===== config.mk =====
export PLATFORM = sky130hd
export DESIGN_NAME = shift_normalizer
export DESIGN_NICKNAME = d
export VERILOG_FILES = /design/src/rtl/shift_pkg.sv /design/src/rtl/norm_detect.sv /design/src/rtl/shift_normalizer.sv
export SDC_FILE = /design/constraint.sdc
export NUM_CORES = 1
export LEC_CHECK = 0
export BUFFER_PORTS_ARGS = -buffer_cell sky130_fd_sc_hd__clkbuf_2
export CORE_AREA = 5 5 42 44
export CTS_CLUSTER_DIAMETER = 50
export DETAILED_ROUTE_END_ITERATION = 16
export DIE_AREA = 0 0 47 49
export GPL_ROUTABILITY_DRIVEN = 1
export PLACE_DENSITY = 0.72
export SYNTH_ARGS = -nofsm -noshare
export SYNTH_HDL_FRONTEND = slang
export SYNTH_SLANG_ARGS = --single-unit

===== constraint.sdc =====
create_clock -name clk -period 2.2 [get_ports clk]
set_clock_uncertainty 0.15 [all_clocks]
set_input_delay 0.11 -clock clk [delete_from_list [all_inputs] [get_ports clk]]
set_output_delay 0.11 -clock clk [all_outputs]
set_load 0.1 [all_outputs]

===== src/rtl/shift_pkg.sv =====
// Shared shifter/normalizer types: FSM state encoding and mode opcodes.
// The mode constants are also used by the combinational shifter's opcode decode.
package shift_pkg;

  typedef enum logic [1:0] {
    IDLE  = 2'd0,
    SHIFT = 2'd1,
    DONE  = 2'd2
  } state_t;

  localparam logic MODE_LOGIC = 1'b0;
  localparam logic MODE_ARITH = 1'b1;

endpackage


===== src/rtl/norm_detect.sv =====
// Combinational normalized/zero detection on the working word; no latency, no flow control.
// Sign-aware detection exists only when SHIFT_NORM_ARITH_EN is defined.
module norm_detect
  import shift_pkg::*;
#(
  parameter int WIDTH = 4
) (
  input  logic [WIDTH-1:0] data,
  input  logic             mode,
  output logic             is_norm,
  output logic             is_zero
);

`ifdef SHIFT_NORM_ARITH_EN
  always_comb begin
    is_norm = data[WIDTH-1];
    is_zero = (data == '0);
    if (mode == MODE_ARITH) begin
      // Normalized once the bit below the sign differs from it; all-sign words never get there.
      is_norm = data[WIDTH-1] ^ data[WIDTH-2];
      is_zero = (data == '0) || (&data);
    end
  end
`else
  logic unused_mode;
  assign unused_mode = mode;

  always_comb begin
    is_norm = data[WIDTH-1];
    is_zero = (data == '0);
  end
`endif

endmodule


===== src/rtl/shift_normalizer.sv =====
// Sequential left-normalizer, one shift per cycle; done n+1 cycles after start (n = shift count).
// No backpressure: start is ignored while busy; arithmetic mode only with SHIFT_NORM_ARITH_EN.
module shift_normalizer
  import shift_pkg::*;
#(
  parameter int WIDTH = 4,
  parameter int CNT_W = $clog2(WIDTH)
) (
  input  logic             clk,
  input  logic             rst_n,
  input  logic             start,
  input  logic             mode,
  input  logic [WIDTH-1:0] din,
  output logic [WIDTH-1:0] norm_out,
  output logic [CNT_W-1:0] shift_cnt,
  output logic             zero,
  output logic             busy,
  output logic             done
);

  state_t           state;
  logic [WIDTH-1:0] data;
  logic             mode_eff;
  logic             is_norm;
  logic             is_zero;
  logic             accept;

  assign norm_out = data;
  assign accept   = start && (state != SHIFT);

`ifdef SHIFT_NORM_ARITH_EN
  logic mode_q;
  assign mode_eff = mode_q;
`else
  logic unused_mode;
  assign unused_mode = mode;
  assign mode_eff    = MODE_LOGIC;
`endif

  norm_detect #(
    .WIDTH (WIDTH)
  ) u_detect (
    .data    (data),
    .mode    (mode_eff),
    .is_norm (is_norm),
    .is_zero (is_zero)
  );

  always_ff @(posedge clk or negedge rst_n) begin
    if (!rst_n) begin
      state     <= IDLE;
      data      <= '0;
      shift_cnt <= '0;
      zero      <= 1'b0;
      busy      <= 1'b0;
      done      <= 1'b0;
`ifdef SHIFT_NORM_ARITH_EN
      mode_q    <= MODE_LOGIC;
`endif
    end else begin
      done <= 1'b0;
      case (state)
        SHIFT: begin
          if (is_zero) begin
            zero  <= 1'b1;
            busy  <= 1'b0;
            done  <= 1'b1;
            state <= DONE;
          end else if (is_norm) begin
            busy  <= 1'b0;
            done  <= 1'b1;
            state <= DONE;
          end else begin
            // A nonzero word normalizes within WIDTH-1 shifts, so the count cannot wrap.
            data      <= {data[WIDTH-2:0], 1'b0};
            shift_cnt <= shift_cnt + CNT_W'(1);
          end
        end
        default: begin
          state <= IDLE;
          if (accept) begin
            data      <= din;
            shift_cnt <= '0;
            zero      <= 1'b0;
            busy      <= 1'b1;
            state     <= SHIFT;
`ifdef SHIFT_NORM_ARITH_EN
            mode_q    <= mode;
`endif
          end
        end
      endcase
    end
  end

endmodule


==> impl_metrics.json <==
{
  "status": "complete, no violations",
  "path_max_fanout": 8,
  "endpoint": "norm_out[3]",
  "cp_top_family": "flip-flops",
  "crit_arrival_ns": 1.30,
  "dieArea_um2": 2303,
  "synth-simple-area-share_pct": 19.75,
  "drt_iter0_markers": 11,
  "worstRegToRegCells": 3,
  "clk_path_buf_depth": 2,
  "core-area_um2": 1401,
  "synth_top_family_by_area": "simple AND/OR/NAND/NOR gates",
  "via_per_inst": 5.671,
  "n_fill_cell": 149,
  "syn_area_per_cell_um2": 10.01,
  "regArea_um2": 275.3,
  "crit_buf_inv": 1,
  "fmax_ghz": 0.6396,
  "cp-end-kind": "primary output",
  "portBuffers": 15,
  "worst_slew_pin_slew_ns": 0.5413,
  "cts.repair.resized": 0,
  "hpwl_um": 844.6,
  "wl_per_cell_um": 13.79,
  "gp_congestion": 0.7455,
  "grt_overflow": 0,
  "synth_nets": 58,
  "vias": 482,
  "start_kind": "register",
  "max_slew_margin_pct": 64.07,
  "setup_tns_ns": 0,
  "crit_cells": 1,
  "synth_area_um2": 500.5,
  "num-nets-final": 78,
  "clk_pin_slew_ns": 0.07,
  "die_h_um": 49,
  "io_pins": 17,
  "final-setup-viol-count": 0,
  "drive_above_1_share_pct": 28.99,
  "required_ns": 1.94,
  "start_util_pct": 35.71,
  "regToRegEndpoint": "busy$_DFFE_PN0P_",
  "ys_ff_latch": 11,
  "grt_pass1_vias": 466,
  "cts-htree-levels": 1,
  "synth_mux_area_share_pct": 2.000,
  "diodes": 0,
  "detail-route-antenna-nets": 0,
  "maxCapViolations": 0,
  "cp-startpoint": "norm_out[3]$_DFFE_PN0P_",
  "clk_latency_ns": 0.26,
  "maxSlewViolCount": 0,
  "synth_fa_ha_area_share_pct": 0,
  "rr_startpoint": "norm_out[0]$_DFFE_PN0P_",
  "synth-compound-area-share_pct": 17.50,
  "grt_pass1_wl_mm": 2.028,
  "r2r_slack_ns": 0.70,
  "rows": 14,
  "syn_inst": 50,
  "critPathMaxStageDelay_ns": 0.52,
  "multi_input_area_um2": 196.4,
  "cts_root_buffer": "clkbuf_4",
  "period_share_pct": 71.06,
  "grt_max_degree": 13,
  "cts_buffers": 3,
  "hold_viol": 0,
  "die_w_um": 47,
  "area_growth_pct": 26.75,
  "fin_crit_ns": 1.563,
  "ys_seq_area_share_pct": 55.00,
  "groute.usage.overall_pct": 11.84,
  "clock_sinks": 11,
  "ys.warnings.count": 0,
  "drc": 0,
  "cp_slowest_cell": "dfrtp_1",
  "synth_xor_area_share_pct": 0,
  "antenna_found_initial": 0,
  "cp_cell_sequence": "clkbuf_2",
  "ys_types": 19,
  "path_class": "reg -> out",
  "drt-pass1-iter-count": 4,
  "cts_tree": "built",
  "wl_mm": 1.172,
  "rsz0062_at_grt": "false",
  "hold_class": "in -> reg"
}
metal layers:
metal  vias to the layer above  GRT usage, %  wire [µm]
li1                        222             -          -
met1                       244         15.10        483
met2                        12         19.23        618
met3                         4         2.214         50
met4                         0         4.147         20
met5                         -             0          0
cell usage in the layout, fill, tap and decap left out, drive strengths merged:
cell	Yosys	layout
dlygate4sd3	0	3
o31ai	1	1
nand2b	1	1
nor4	2	2
a21oi	4	4
o21ai	6	6
nor3b	1	1
a221oi	2	2
nor3	4	4
or3	1	1
dfrtp	11	11
mux2i	1	1
clkbuf	0	19
a22o	1	1
inv	3	3
nor2b	1	1
nand3	4	4
nor2	4	4
logic make-up (layout without fill, tap and decap cells):
logic type	after synthesis	in the layout
muxes	1	1
buffers and inverters	6	25
and+or+nand+nor	18	18
DFF	11	11
AOI/OAI and AO/OA	14	14
cell usage after synthesis:
cell / n / area [µm²]
buf_4: 1 / 7.510
nand2b_1: 1 / 6.260
mux2i_1: 1 / 10.01
inv_1: 3 / 11.26
o21ai_2: 1 / 8.760
o31ai_1: 1 / 7.510
nor4_1: 2 / 12.51
nor3_1: 4 / 20.02
a21oi_1: 4 / 20.02
nor2b_1: 1 / 6.260
o21ai_0: 5 / 25.02
nor2_1: 4 / 15.01
a22o_1: 1 / 8.760
buf_2: 2 / 10.01
or3_1: 1 / 6.260
nand3_1: 4 / 20.02
dfrtp_1: 11 / 275.3
nor3b_2: 1 / 12.51
a221oi_1: 2 / 17.52
worst min-delay path by stage:
stage	start	end	slack (ns)	depth (start not counted)
2_1_floorplan	rst_n	busy$_DFFE_PN0P_	-0.34	0
3_3_place_gp	rst_n	done$_DFF_PN0_	-0.15	1
3_5_place_dp	rst_n	done$_DFF_PN0_	-0.15	1
4_1_cts	din[1]	norm_out[1]$_DFFE_PN0P_	0.03	3
5_1_grt	din[1]	norm_out[1]$_DFFE_PN0P_	0.06	3
6_report	din[1]	norm_out[1]$_DFFE_PN0P_	0.02	3
stage by stage:
stage,cells,area [µm²],util (%),setup WS [ns],hold WS [ns]
finish,85,634.4,45.27,0.6366,0.02495
global route,85,634.4,45.27,0.5808,0.05802
CTS,85,634.4,45.27,0.6397,0.03106
detailed placement,78,578.1,41.25,0.7131,-0.1531
global placement,78,578.1,41.25,0.7508,-0.1531
floorplan,50,500.5,-,0.3059,-0.3356
area by class of cell:
type	instances	share of cell area [%]
timing repair buffer	18	16.57
sequential	11	43.39
tap	16	3.156
multi-input combinational	33	30.97
clock buffer	4	4.142
inverter	3	1.775
sequential cells by signal, summed over array words and instances, names as in the netlist:
register   flops
norm_out       4
state          2
shift_cnt      2
busy           1
zero           1
done           1
repair_timing:
item | 4_1_cts | 5_1_grt
setup buffers | 0 | 0
hold endpoints to repair | 13 | 0
hold buffers | 3 | 0
setup endpoints to repair | 0 | 0
tightest hold or removal path, stage by stage:
cell,delay [ns]
clkbuf_2,0.08
nor3_1,0.04
nor3_1,0.16
Power is not shown: default switching activity piles up to over one toggle a cycle in this logic, so the estimate is an artifact.
